`src/rtl/uart_pkg.sv`:
```
// Shared definitions for the UART receive path: default frame geometry,
// FSM state encoding and the per-frame line configuration.
package uart_pkg;

  localparam int DATA_W_DEF = 8;
  localparam int OVS_DEF    = 16;

  typedef enum logic [2:0] {
    ST_IDLE,
    ST_START,
    ST_DATA,
    ST_PARITY,
    ST_STOP
  } rx_state_t;

  // Line settings frozen for the duration of one frame.
  typedef struct packed {
    logic parity_en;
    logic parity_odd;
    logic stop2;
  } rx_cfg_t;

endpackage

```
`src/rtl/uart_sync.sv`:
```
// Two-flop synchronizer for the asynchronous serial line; resets to the
// idle (high) level so a reset never looks like a start bit.
module uart_sync (
  input  logic clk,
  input  logic rst_n,
  input  logic d,
  output logic q
);

  logic meta;

  // NOTE: sequential state uses non-blocking assignments so both flops
  // sample their inputs from the same edge and form a true 2-stage chain.
  always_ff @(posedge clk or negedge rst_n) begin
    if (!rst_n) begin
      meta <= 1'b1;
      q    <= 1'b1;
    end else begin
      meta <= d;
      q    <= meta;
    end
  end

endmodule

```
`src/rtl/uart_rx_core.sv`:
```
// UART receiver: oversampled start detection, mid-bit sampling of data,
// optional parity and 1/2 stop bits, with a one-entry valid/ready output.
module uart_rx_core
  import uart_pkg::*;
#(
  parameter int DATA_W = DATA_W_DEF,
  parameter int OVS    = OVS_DEF
) (
  input  logic              clk,
  input  logic              rst_n,
  input  logic              baud_tick,
  input  logic              rx_in,
  input  logic              parity_en,
  input  logic              parity_odd,
  input  logic              stop2,
  output logic [DATA_W-1:0] rx_data,
  output logic              rx_valid,
  input  logic              rx_ready,
  output logic              parity_err,
  output logic              frame_err,
  output logic              overrun_err,
  output logic              busy
);

  localparam int TICK_W = $clog2(OVS);
  localparam int BIT_W  = $clog2(DATA_W + 1);

  localparam logic [TICK_W-1:0] TICK_HALF = TICK_W'(OVS / 2 - 1);
  localparam logic [TICK_W-1:0] TICK_FULL = TICK_W'(OVS - 1);
  localparam logic [BIT_W-1:0]  BIT_LAST  = BIT_W'(DATA_W - 1);

  logic rx_s;

  uart_sync u_sync (
    .clk   (clk),
    .rst_n (rst_n),
    .d     (rx_in),
    .q     (rx_s)
  );

  rx_state_t         state, state_n;
  logic [TICK_W-1:0] tick_cnt, tick_n;
  logic [BIT_W-1:0]  bit_cnt, bit_n;
  logic [DATA_W-1:0] shift_q, shift_n;
  logic              stop_cnt, stop_n;
  rx_cfg_t           cfg_q, cfg_n;
  logic              perr_q, perr_n;
  logic              ferr_q, ferr_n;
  logic              done;

  // NOTE: every always_comb output gets a default before the case so no
  // path leaves a signal unassigned, which would infer a latch.
  always_comb begin
    state_n = state;
    tick_n  = tick_cnt;
    bit_n   = bit_cnt;
    shift_n = shift_q;
    stop_n  = stop_cnt;
    cfg_n   = cfg_q;
    perr_n  = perr_q;
    ferr_n  = ferr_q;
    done    = 1'b0;

    if (baud_tick) begin
      unique case (state)
        ST_IDLE: begin
          if (!rx_s) begin
            state_n = ST_START;
            tick_n  = '0;
          end
        end

        ST_START: begin
          if (tick_cnt == TICK_HALF) begin
            tick_n = '0;
            if (rx_s) begin
              state_n = ST_IDLE;
            end else begin
              state_n = ST_DATA;
              bit_n   = '0;
              cfg_n   = '{parity_en: parity_en, parity_odd: parity_odd, stop2: stop2};
            end
          end else begin
            tick_n = tick_cnt + 1'b1;
          end
        end

        ST_DATA: begin
          if (tick_cnt == TICK_FULL) begin
            tick_n  = '0;
            shift_n = {rx_s, shift_q[DATA_W-1:1]};
            bit_n   = bit_cnt + 1'b1;
            if (bit_cnt == BIT_LAST) begin
              state_n = cfg_q.parity_en ? ST_PARITY : ST_STOP;
              stop_n  = 1'b0;
              perr_n  = 1'b0;
              ferr_n  = 1'b0;
            end
          end else begin
            tick_n = tick_cnt + 1'b1;
          end
        end

        ST_PARITY: begin
          if (tick_cnt == TICK_FULL) begin
            tick_n  = '0;
            perr_n  = rx_s ^ (^shift_q ^ cfg_q.parity_odd);
            state_n = ST_STOP;
          end else begin
            tick_n = tick_cnt + 1'b1;
          end
        end

        ST_STOP: begin
          if (tick_cnt == TICK_FULL) begin
            tick_n = '0;
            ferr_n = ferr_q | ~rx_s;
            // Leaving at mid-stop lets the next start edge be caught early.
            if (stop_cnt == cfg_q.stop2) begin
              state_n = ST_IDLE;
              done    = 1'b1;
            end else begin
              stop_n = 1'b1;
            end
          end else begin
            tick_n = tick_cnt + 1'b1;
          end
        end

        default: state_n = ST_IDLE;
      endcase
    end
  end

  always_ff @(posedge clk or negedge rst_n) begin
    if (!rst_n) begin
      state    <= ST_IDLE;
      tick_cnt <= '0;
      bit_cnt  <= '0;
      shift_q  <= '0;
      stop_cnt <= 1'b0;
      cfg_q    <= '0;
      perr_q   <= 1'b0;
      ferr_q   <= 1'b0;
    end else begin
      state    <= state_n;
      tick_cnt <= tick_n;
      bit_cnt  <= bit_n;
      shift_q  <= shift_n;
      stop_cnt <= stop_n;
      cfg_q    <= cfg_n;
      perr_q   <= perr_n;
      ferr_q   <= ferr_n;
    end
  end

  // Single-entry output holding register with overrun on a busy slot.
  always_ff @(posedge clk or negedge rst_n) begin
    if (!rst_n) begin
      rx_data     <= '0;
      rx_valid    <= 1'b0;
      parity_err  <= 1'b0;
      frame_err   <= 1'b0;
      overrun_err <= 1'b0;
    end else begin
      overrun_err <= 1'b0;
      if (done) begin
        if (rx_valid && !rx_ready) begin
          overrun_err <= 1'b1;
        end else begin
          rx_data    <= shift_q;
          parity_err <= perr_q;
          frame_err  <= ferr_n;
          rx_valid   <= 1'b1;
        end
      end else if (rx_valid && rx_ready) begin
        rx_valid <= 1'b0;
      end
    end
  end

  assign busy = (state != ST_IDLE);

endmodule

```
`config.mk`:
```
export PLATFORM = sky130hd
export DESIGN_NAME = uart_rx_core
export DESIGN_NICKNAME = d
export VERILOG_FILES = /design/src/rtl/uart_pkg.sv /design/src/rtl/uart_sync.sv /design/src/rtl/uart_rx_core.sv
export SDC_FILE = /design/constraint.sdc
export NUM_CORES = 1
export LEC_CHECK = 0
export BUFFER_PORTS_ARGS = -buffer_cell sky130_fd_sc_hd__buf_2
export CAP_MARGIN = 20
export CORE_UTILIZATION = 50
export CTS_CLUSTER_DIAMETER = 120
export DETAILED_ROUTE_END_ITERATION = 10
export GPL_ROUTABILITY_DRIVEN = 0
export MAX_ROUTING_LAYER = met4
export PLACE_DENSITY = 0.77
export SLEW_MARGIN = 20
export SYNTH_ARGS = -nofsm -noshare
export SYNTH_HDL_FRONTEND = slang
export SYNTH_SLANG_ARGS = --single-unit
```
`constraint.sdc`:
```
create_clock -name clk -period 2.07 [get_ports clk]
set_input_delay 0.1035 -clock clk [delete_from_list [all_inputs] [get_ports clk]]
set_output_delay 0.1035 -clock clk [all_outputs]
set_load 0.01 [all_outputs]
```
==> flow_summary.toml <==
[final_layout]
multi_input_area_um2 = 940
nets = 199
post-route-util = 0.611
fill_cells = 295
insertedDiodeCount = 0
register_area_um2 = 981
area_growth_pct = 14.7
drive_above_1_share = 0.342

[flow_run]
max_cap_violations = 0

[floorplanning]
io_pins = 21
die_area_um2 = 4210
coreArea_um2 = 3720
rows = 22
die_w_um = 64.9
initial_core_util = 0.532
die_y_um = 64.9

[sta]
finalCriticalPeriod_ns = 2.03
skew_ns = 0.0108
hold_viol = 0
worst_slew_pin_slew_ns = 0.875
clock.fmax_mhz = 494
maxSlewHeadroom = 0.416
setup_viol = 0
period_share = 0.979
slew_viol_final = 0

[worst_setup_path]
start_kind = "flop"
critPathBufInv = 1
path_max_fanout = 11
critical_path_class = "reg2reg"
critical_path.cell_chain = "or3b_1 -> or2_4 -> nor3_4 -> buf_12 -> mux2_4"
slowest_delay_ns = 0.58
cp_top_family = "simple AND/OR/NAND/NOR gates"
critPathRequiredTime_ns = 2.24
crit_path_top_delay_cell = "dfrtp_1"
crit_arrival_ns = 2.20
cp-end-kind = "flop"

[yosys]
synth-async-reset-ratio = 1.00
synth_edf_count = 0
syn_area_per_cell_um2 = 12.2
ys_seq_elements = 39
synth_nets = 172
ys_types = 52
syn-cell-area_um2 = 1980
yosysMostFrequentCell = "dfrtp_1"
ys_seq_area_frac = 0.495
synth_top_area_cell = "dfrtp_1"
syn_inst = 162
synth_ff_type = "dfrtp_1"
yosysWarnings = 0
synth_area_leaders = "dfrtp_1, mux2_2, xnor2_1, dfstp_2, mux2_4"
synth_top_area_frac = 0.468
synth_common_cells = "dfrtp_1, mux2_2, nand2_1"

[clock_tree]
clock_sinks = 39
h-tree-depth = 2
ctsRootBufferMaster = "clkbuf_8"
path_clk_slew_ns = 0.08
cts_buffers = 5
clk_path_buf_depth = 2
cts_tree = "built"
clk_latency_ns = 0.30

[drt]
vias = 1390
drcViolationCount = 0
postRouteAntennaNets = 0
wl_per_cell_um = 16.6
drt_pre_antenna_iters = 4
vias_per_cell = 5.84
wirelength_um = 3940
first_iter_violations = 51

[power]
ir_worst_vdd_mv = 0.640
p_leak_nw = 1.07
total_power_mw = 2.20
p_per_area_nw_per_um2 = 968

[grt]
antenna_found_initial = 0
grt_usage = 0.217
grt_pass1_wl_um = 6480
grt_pass1_vias = 1411
gr-total-overflow = 0
grt_max_degree = 40

[place]
dp_hpwl_um = 2760
port_buffers = 20

[min_path]
hold_class = "in2reg"

[outcome]
status = "complete, no violations"
-- kinds of logic after synthesis --
kind of cell | synth area share
multiplexers | 0.146
AO/OA/AOI/OAI | 0.118
adder cells (fa/ha/maj) | 0.0126
XOR/XNOR | 0.0512
flip-flops | 0.495
buffers and inverters | 0.0335
AND/OR/NAND/NOR | 0.144
-- power breakdown --
part           internal (mW)  total, mW  switching, mW
Clock                  0.304      0.562          0.258
Combinational          0.290      0.618          0.328
Sequential             0.846       1.02          0.172
-- stage by stage --
| stage | hold slack [ns] | setup slack, ns | TNS, ns | cells | cell area (um2) |
|---|---|---|---|---|---|
| after floorplan | -0.192 | 0.240 | 0 | 162 | 1980 |
| after global routing | 0.0284 | -0.0159 | -0.0348 | 238 | 2270 |
| after detailed placement | 0.210 | 0.0438 | 0 | 227 | 2120 |
| after global placement | 0.209 | 0.0741 | 0 | 227 | 2120 |
| after CTS | 0.0342 | 0.0266 | 0 | 237 | 2240 |
| final | 0.0409 | 0.0442 | 0 | 238 | 2270 |
-- worst register-to-register path, cell delays in order (launching register included) --
cell and delay, ns:
dfrtp_1 0.58, or3b_1 0.41, or2_4 0.25, nor3_4 0.21
buf_12 0.15, mux2_4 0.29
-- routing by layer --
| layer | share of wire | vias to the layer above | GRT usage | wire length (um) |
|---|---|---|---|---|
| met2 | 0.52 | 41 | 0.367 | 2040 |
| met3 | 0.041 | 9 | 0.0528 | 160 |
| li1 | - | 647 | - | - |
| met5 | 0 | - | - | 0 |
| met4 | 0.018 | 0 | 0.0889 | 72 |
| met1 | 0.42 | 693 | 0.243 | 1670 |
-- state kept, by name, indices dropped and copies added, names as in the netlist --
signal       flops
tick_cnt         4
parity_err       1
frame_err        1
u_sync.meta      1
ferr_q           1
rx_valid         1
bit_cnt          4
perr_q           1
shift_q          8
stop_cnt         1
u_sync.q         1
rx_data          8
cfg_q            3
state            3
overrun_err      1
-- final timing paths --
kind / cells after the start / startpoint / end / slack [ns]
setup / recovery: 5 / state[0] / cfg_q[1] / 0.04
hold / removal: 2 / stop2 / cfg_q[0] / 0.04
setup reg to reg: 5 / state[0] / cfg_q[1] / 0.04
hold reg to reg: 0 / u_sync.meta / u_sync.q / 0.36
max in group asynchronous: 2 / rst_n / state[2] / 1.01
min in group asynchronous: 2 / rst_n / tick_cnt[3] / 0.45
-- layout make-up --
class / count / share of cell area
flip-flops and latches: 39 / 0.432
multi-input cells: 112 / 0.414
repair buffers: 28 / 0.0783
clock buffers: 8 / 0.0441
well taps: 48 / 0.0265
inverters: 3 / 0.00496
-- cells in the final DEF, fill, tap and decap left out, types with 2 or more instances in the layout --
cell type	Yosys	routed
a21oi_1	5	5
dfrtp_1	37	35
nor2_1	7	7
or3b_1	2	2
a31oi_1	2	2
ha_1	2	2
xnor2_1	8	8
dfstp_2	2	2
nand2b_1	3	3
o21ai_0	7	7
dfrtp_2	0	2
buf_4	4	5
nand2_1	10	10
inv_1	3	3
or4_1	2	2
mux2i_1	3	3
o21ai_1	3	3
mux2_4	3	3
nand4_1	2	2
o211ai_1	2	2
mux2_1	3	3
dlygate4sd3_1	0	2
mux2_2	16	16
o31ai_1	2	2
buf_2	1	20
nand3_1	5	5
clkbuf_8	0	7
-- timing repair --
item | CTS | global route
endpoints found under the setup margin | 0 | 4
endpoints found under the hold margin | 38 | 0
hold buffers | 2 | 0
resized for setup | 0 | 3
buffers inserted | 0 | 1
No activity file was read; power rests on OpenSTA's default activity.
